<file path="src/rtl/cic1_pkg.sv">
// Shared helpers for the single-stage CIC decimator: width math and sample types.
package cic1_pkg;

    function automatic int clog2(input int value);
        int r;
        r = 0;
        for (int v = value - 1; v > 0; v = v >> 1) begin
            r++;
        end
        return r;
    endfunction

    // Accumulator width that holds the full CIC gain of R*M without loss.
    function automatic int acc_width(input int inp_dw, input int cic_r, input int cic_m);
        return inp_dw + clog2(cic_r * cic_m);
    endfunction

    localparam int DEF_SAMP_DW = 18;
    typedef logic signed [DEF_SAMP_DW-1:0] cic1_samp_t;

endpackage

</file>
<file path="src/rtl/cic1_comb.sv">
// Comb stage: CIC_M-deep delay line, subtract, output slice (CIC1_ROUND_EN selects rounding).
module cic1_comb
    import cic1_pkg::*;
#(
    parameter int ACC_DW = 20,
    parameter int OUT_DW = 18,
    parameter int CIC_M  = 1
) (
    input  logic                     clk,
    input  logic                     rst,
    input  logic signed [ACC_DW-1:0] ds_data,
    input  logic                     ds_str,
    output logic signed [OUT_DW-1:0] out_data,
    output logic                     out_str
);

    logic signed [ACC_DW-1:0] z_q [CIC_M];
    logic signed [ACC_DW-1:0] z_d [CIC_M];
    logic signed [ACC_DW-1:0] diff;
    logic signed [OUT_DW-1:0] slice;
    logic signed [OUT_DW-1:0] out_data_q, out_data_d;
    logic                     out_str_q, out_str_d;

    always_comb begin
        // NOTE: every combinational output gets a default first so no path leaves it unassigned (no latch).
        z_d        = z_q;
        out_data_d = out_data_q;
        out_str_d  = ds_str;
        diff       = ds_data - z_q[CIC_M-1];
        if (ds_str) begin
            z_d[0] = ds_data;
            for (int i = 1; i < CIC_M; i++) begin
                z_d[i] = z_q[i-1];
            end
            out_data_d = slice;
        end
    end

    generate
        if (OUT_DW == ACC_DW) begin : g_full
            assign slice = diff;
        end else begin : g_slice
            localparam int SH = ACC_DW - OUT_DW;
            logic unused_lsbs;
            assign unused_lsbs = ^{1'b0, diff[SH-1:0]};
`ifdef CIC1_ROUND_EN
            // Adding half an LSB then flooring equals adding the first discarded bit.
            logic [OUT_DW:0] rnd;
            assign rnd   = {diff[ACC_DW-1], diff[ACC_DW-1 -: OUT_DW]} + (OUT_DW+1)'(diff[SH-1]);
            assign slice = (rnd[OUT_DW] != rnd[OUT_DW-1]) ? {1'b0, {(OUT_DW-1){1'b1}}}
                                                          : rnd[OUT_DW-1:0];
`else
            assign slice = diff[ACC_DW-1 -: OUT_DW];
`endif
        end
    endgenerate

    always_ff @(posedge clk or posedge rst) begin
        if (rst) begin
            // NOTE: the delay line is reset because the start-up transient relies on it reading zero.
            for (int i = 0; i < CIC_M; i++) begin
                z_q[i] <= '0;
            end
            out_data_q <= '0;
            out_str_q  <= 1'b0;
        end else begin
            // NOTE: sequential state uses non-blocking assignment only.
            z_q        <= z_d;
            out_data_q <= out_data_d;
            out_str_q  <= out_str_d;
        end
    end

    assign out_data = out_data_q;
    assign out_str  = out_str_q;

endmodule

</file>
<file path="src/rtl/cic1_core.sv">
// Single-stage CIC decimator: integrator -> downsample by CIC_R -> comb of delay CIC_M.
// Optional macro CIC1_ROUND_EN: round half-up with positive saturation instead of truncation.
module cic1_core
    import cic1_pkg::*;
#(
    parameter int INP_DW = 18,
    parameter int OUT_DW = 18,
    parameter int CIC_R  = 100,
    parameter int CIC_M  = 1
) (
    input  logic                     clk,
    input  logic                     reset_n,
    input  logic signed [INP_DW-1:0] inp_samp_data,
    input  logic                     inp_samp_str,
    output logic signed [OUT_DW-1:0] out_samp_data,
    output logic                     out_samp_str
);

    localparam int ACC_DW = acc_width(INP_DW, CIC_R, CIC_M);
    localparam int CNT_DW = clog2(CIC_R);

    logic signed [ACC_DW-1:0] acc_q, acc_d;
    logic signed [ACC_DW-1:0] ds_data_q, ds_data_d;
    logic [CNT_DW-1:0]        cnt_q, cnt_d;
    logic                     int_str_q, int_str_d;
    logic                     ds_str_q, ds_str_d;

    always_comb begin
        acc_d     = acc_q;
        ds_data_d = ds_data_q;
        cnt_d     = cnt_q;
        int_str_d = inp_samp_str;
        ds_str_d  = 1'b0;
        // Two's-complement wrap is intended; the comb difference undoes it.
        if (inp_samp_str) begin
            acc_d = acc_q + ACC_DW'(inp_samp_data);
        end
        if (int_str_q) begin
            if (cnt_q == CNT_DW'(CIC_R - 1)) begin
                cnt_d     = '0;
                ds_data_d = acc_q;
                ds_str_d  = 1'b1;
            end else begin
                cnt_d = cnt_q + 1'b1;
            end
        end
    end

    always_ff @(posedge clk or posedge reset_n) begin
        if (reset_n) begin
            acc_q     <= '0;
            ds_data_q <= '0;
            cnt_q     <= '0;
            int_str_q <= 1'b0;
            ds_str_q  <= 1'b0;
        end else begin
            acc_q     <= acc_d;
            ds_data_q <= ds_data_d;
            cnt_q     <= cnt_d;
            int_str_q <= int_str_d;
            ds_str_q  <= ds_str_d;
        end
    end

    cic1_comb #(
        .ACC_DW (ACC_DW),
        .OUT_DW (OUT_DW),
        .CIC_M  (CIC_M)
    ) u_comb (
        .clk      (clk),
        .rst      (reset_n),
        .ds_data  (ds_data_q),
        .ds_str   (ds_str_q),
        .out_data (out_samp_data),
        .out_str  (out_samp_str)
    );

endmodule

</file>
<file path="config.mk">
export PLATFORM = sky130hd
export DESIGN_NAME = cic1_core
export DESIGN_NICKNAME = d
export VERILOG_FILES = /design/src/rtl/cic1_pkg.sv /design/src/rtl/cic1_comb.sv /design/src/rtl/cic1_core.sv
export SDC_FILE = /design/constraint.sdc
export NUM_CORES = 1
export LEC_CHECK = 0
export BUFFER_PORTS_ARGS = -buffer_cell sky130_fd_sc_hd__buf_2
export CAP_MARGIN = 20
export CORE_MARGIN = 3
export CORE_UTILIZATION = 25
export DETAILED_ROUTE_END_ITERATION = 10
export SYNTH_ARGS = -nofsm -noshare
export SYNTH_HDL_FRONTEND = slang
export SYNTH_HIERARCHICAL = 1
export SYNTH_SLANG_ARGS = --single-unit
</file>
<file path="constraint.sdc">
create_clock -name clk -period 6.15 [get_ports clk]
set_input_delay 1.23 -clock clk [delete_from_list [all_inputs] [get_ports clk]]
set_output_delay 1.23 -clock clk [all_outputs]
set_load 0.01 [all_outputs]
</file>
# Word-level counts from Yosys, hierarchy flattened
# Cells that the tools add are included.
# classes
n_addsub,3
n_mul,0
div_mod_pow,0
order_cmp,0
n_eq_ne,1
n_shift,0
mux,3
n_bitwise,0
reduce_logical,1
# ops
op,n
adder 25 x 18 -> 25 bit,1
subtractor 25 bit,1
adder 7 x 1 -> 7 bit (second input constant),1
equality test 7 bit (second input constant),1
2-to-1 mux 7 bit,1
2-to-1 mux 1 bit,2
AND reduction 2 bit,1
# totals
regBits,103
latch_bits,0
ram_bits,0
mem_bits_ro,0
wordCells,16
mem_count,0

# Longest topological paths before layout
# depth
word_depth,3
mapped_depth,9

# By module
# Netlist, hierarchy kept.
# modules_own_cells
mod,n_inst,cells_per_inst,area_per_inst_um2
cic1_core,1,354,3659.8
cic1_comb,1,324,2889.0

# Worst setup path before layout
# Ideal clock, no wire load.
# synth_path
path_type,input to register
startpoint,input inp_samp_data[0]
endpoint,register acc_q[16]
setup_time_ps,125
arrival_time_ps,3099
t_required_ps,6025
slack_ps,2927
stages,8
n_path_buf,0
cell_sequence,ha_1 -> fa_1 -> a211oi_1 -> o211ai_2 -> a21oi_2 -> o211ai_2 -> xor2_1 -> mux2_2
# synth_between
elab_chain_cells,1
# synth_lines
element,line,text
"start, declared",cic1_core.sv:13,"input logic signed [INP_DW-1:0] inp_samp_data,"
adder 25 x 18 -> 25 bit,cic1_core.sv:36,acc_d = acc_q + ACC_DW'(inp_samp_data);
"end signal, assigned",cic1_core.sv:51,acc_q <= '0;
"end signal, assigned",cic1_core.sv:57,acc_q <= acc_d;
"end, declared",cic1_core.sv:22,"logic signed [ACC_DW-1:0] acc_q, acc_d;"
# No other way between the ends.
# A chain may end at the register's enable or synchronous reset.

# Worst setup path in the final report
# Ends and elaborated chain as after synthesis.

==> flow_metrics.py <==
metrics = {
    "run_status": {
        "status": "finished, final reports clean",
    },
    "route": {
        "drt_iter0_drc": 318,
        "via_per_inst": 4.832,
        "drt_first_pass_iters": 4,
        "num_vias": 5035,
        "antenna_left": 0,
        "route.detailed.drc": 0,
        "routed_wl_mm": 14.89,
        "routedWlPerCell_microns": 14.29,
    },
    "layout": {
        "nets": 777,
        "drive_gt1_share_pct": 18.54,
        "postLayoutCoreUtil_pct": 29.05,
        "instances_no_fill": 1042,
        "synthToLayoutAreaGrowth_pct": 13.01,
        "nFillCells": 2640,
        "regArea_sq_mm": 0.002579,
        "multi_input_area_sq_mm": 0.003734,
        "antenna_cells": 0,
    },
    "floorplan": {
        "io_pins": 40,
        "rows": 58,
        "start_util_pct": 25.71,
        "dieArea_sq_mm": 0.02817,
        "core_area_sq_mm": 0.02547,
        "die_h_microns": 167.9,
        "die_w_microns": 167.9,
    },
    "cts": {
        "clock-root-buffer": "clkbuf_16",
        "cts_hold_buf": 0,
        "cts_sinks": 103,
        "clock_path_buffers": 2,
        "htreeDepth": 3,
        "path_clk_slew_ps": 80,
        "cts_buffers": 9,
        "cts_tree": "built",
        "ctsResizeCount": 0,
        "post_cts_buffers": 0,
        "clk_latency_ps": 350,
    },
    "placement": {
        "hpwl_mm": 11.07,
        "placed_cells": 1025,
        "routabilityCongestion": 0.8103,
        "io_buffers": 39,
    },
    "timing": {
        "hold_slack_ps": 483.9,
        "setup_violations": 0,
        "fin_crit_ps": 3214,
        "post-route-period-util_pct": 52.26,
        "totalNegativeSetupSlack_ps": 0,
        "rsz0062_at_grt": "false",
        "slew_viol_final": 0,
        "fmax_mhz": 311.1,
        "worstMarginPinSlew_ps": 656.9,
        "relSlewSlack_pct": 55.94,
        "hold_viol": 0,
        "skew_ps": 8.051,
    },
    "logic_synthesis": {
        "synthFlopType": "dfrtp_1",
        "yosysSeqAreaShare_pct": 39.36,
        "syn_area_sq_mm": 0.006549,
        "syn_nets": 748,
        "synth_edf_count": 0,
        "ys_ff_latch": 103,
        "synthDistinctLibCells": 77,
        "yosys_warnings": 6,
        "synthCells": 678,
        "async_reset_ff_share_pct": 100.0,
        "avgSynthCellArea_sq_um": 9.659,
    },
    "power": {
        "total_leakage_power_nw": 3.393,
        "seq_power_share_pct": 36.6,
        "power_switching_mw": 0.9301,
        "power.share.clock_pct": 24.3,
        "p_comb_share_pct": 39.1,
        "vdd_drop_max_mv": 0.1413,
        "p_sw_share_pct": 37.70,
        "power.density_mw_per_mm2": 333.3,
        "p_int_mw": 1.537,
    },
    "min_path": {
        "hp-class": "flip-flop to flip-flop",
        "holdPathStages": 2,
    },
    "global_route": {
        "grt-ovfl-total": 0,
        "grt_pass1_wl_mm": 25.12,
        "antenna_found_initial": 0,
        "grt_pass1_vias": 4786,
        "grt_max_degree": 75,
        "grt_usage_pct": 10.76,
    },
    "critical_path": {
        "path_buf_inv": 1,
        "cpMostUsedCell": "o211ai_2",
        "cp_slowest_cell": "fa_1",
        "worstPathCellList": "buf_2, ha_1, fa_1, a211oi_1, o211ai_2, a21oi_2, o211ai_2, xor2_1, mux2_2",
        "cp_num_cells": 9,
        "arrival_ps": 3460,
        "cp_max_fo": 5,
        "crit_family": "compound AO/OA/AOI/OAI gates",
        "end_kind": "flip-flop",
        "reg2reg_depth": 8,
        "cp-start-kind": "input port",
        "worstSetupPathType": "input port to flip-flop",
        "slowest_delay_ps": 430,
        "crit_required_ps": 6400,
    },
    "job": {
        "max-cap-violations": 0,
    },
}
cell usage after synthesis, types with 13 or more instances:
cell type | count | share of area [%]
xnor2_1 | 13 | 1.7
xor2_1 | 13 | 1.7
o21ai_0 | 48 | 3.7
nor3_1 | 14 | 1.1
nand2_1 | 75 | 4.3
a21oi_1 | 34 | 2.6
nand4_1 | 14 | 1.3
dfrtp_1 | 103 | 39
nor2_1 | 43 | 2.5
nand3_1 | 20 | 1.5
inv_1 | 33 | 1.9
mux2_2 | 45 | 7.7
ha_1 | 48 | 9.2
a21o_1 | 14 | 1.6
path summary, 6_finish.rpt:
path	startpoint	to	slack, ps
max in group asynchronous	reset_n	ds_str_q$_DFF_PP0_	4360
worst min register to register	u_comb/out_data[3]$_DFFE_PP0P_	u_comb/out_data[3]$_DFFE_PP0P_	480
worst max register to register	acc_q[0]$_DFFE_PP0P_	acc_q[16]$_DFFE_PP0P_	3490
min in group asynchronous	reset_n	u_comb/out_str$_DFF_PP0_	750
worst min-delay path	u_comb/out_data[3]$_DFFE_PP0P_	u_comb/out_data[3]$_DFFE_PP0P_	480
worst max-delay path	inp_samp_data[0]	acc_q[16]$_DFFE_PP0P_	2940
cell families after synthesis:
family	Yosys count	share of synthesized area, %
compound gates	187	20.18
buf+inv	60	3.630
mux	52	8.922
xor+xnor	26	3.477
simple gates	201	14.96
fa+ha+maj	49	9.477
flops	103	39.36
power groups by stage:
stage               Sequential (mW)  Clock [mW]  Combinational, mW
finish                        0.903       0.600              0.964
global route                  0.922       0.648               1.08
CTS                           0.903       0.621              0.961
detailed placement            0.915           0              0.954
global placement              0.913           0              0.945
floorplan                     0.862           0              0.798
flip-flops by register name (all words and copies together), names as in the netlist:
name / count
acc_q: 25
ds_data_q: 25
u_comb/z_q: 25
u_comb/out_data: 18
cnt_q: 7
ds_str_q: 1
int_str_q: 1
u_comb/out_str: 1
layer usage:
layer  vias up  part of all wire [%]  global-route usage, %  wire, microns
li1       2563                     -                      -              -
met1      2390                    53                  15.73           7879
met2        73                    42                  15.91           6305
met3         9                   3.5                  2.395            528
met4         0                   1.2                  3.166            181
met5         -                     0                      0              0
worst reg2reg max path, cell delays in order (launching register included):
cell	delay, ps
dfrtp_1	420
ha_1	220
fa_1	430
a211oi_1	380
o211ai_2	180
a21oi_2	360
o211ai_2	160
xor2_1	160
mux2_2	260
cell type report:
cell class                      instances  share of cell area, %
Timing Repair Buffer                   43                  3.212
Inverter                               35                  1.775
Sequential cell                       103                  34.84
Multi-Input combinational cell        515                  50.45
Clock buffer                           10                  3.229
Clock inverter                          6                 0.9129
Tap cell                              330                  5.579
per-stage QoR:
stage	power, mW	setup slack, ps	instance area [sq um]
after floorplan	1.660	2927	6549
after global placement	1.858	2561	7074
after detailed placement	1.869	2536	7074
after CTS	2.484	2935	7381
after global routing	2.647	2788	7401
final	2.467	2936	7401
placed cells by master (no fill, tap or decap), types with 3 or more instances in the layout:
master,count
nand2_1,75
a21o_1,14
nand4_1,14
a211o_1,3
o311ai_0,7
dfrtp_1,102
nor2_1,43
o21a_1,6
mux2_2,45
and4_1,3
o31ai_1,3
xor2_1,13
inv_1,31
a21oi_1,34
o211ai_1,4
o21ai_0,48
a221oi_1,4
a21oi_2,4
a21boi_0,3
o21bai_1,5
buf_2,39
o2111ai_1,4
buf_4,3
and3_1,7
ha_1,48
a22oi_1,5
mux2i_1,4
nor3_1,14
or3_1,3
a211oi_1,8
nand3_1,20
clkbuf_16,9
xnor2_1,13
a31oi_1,6
(Power assumes the default switching activity.)
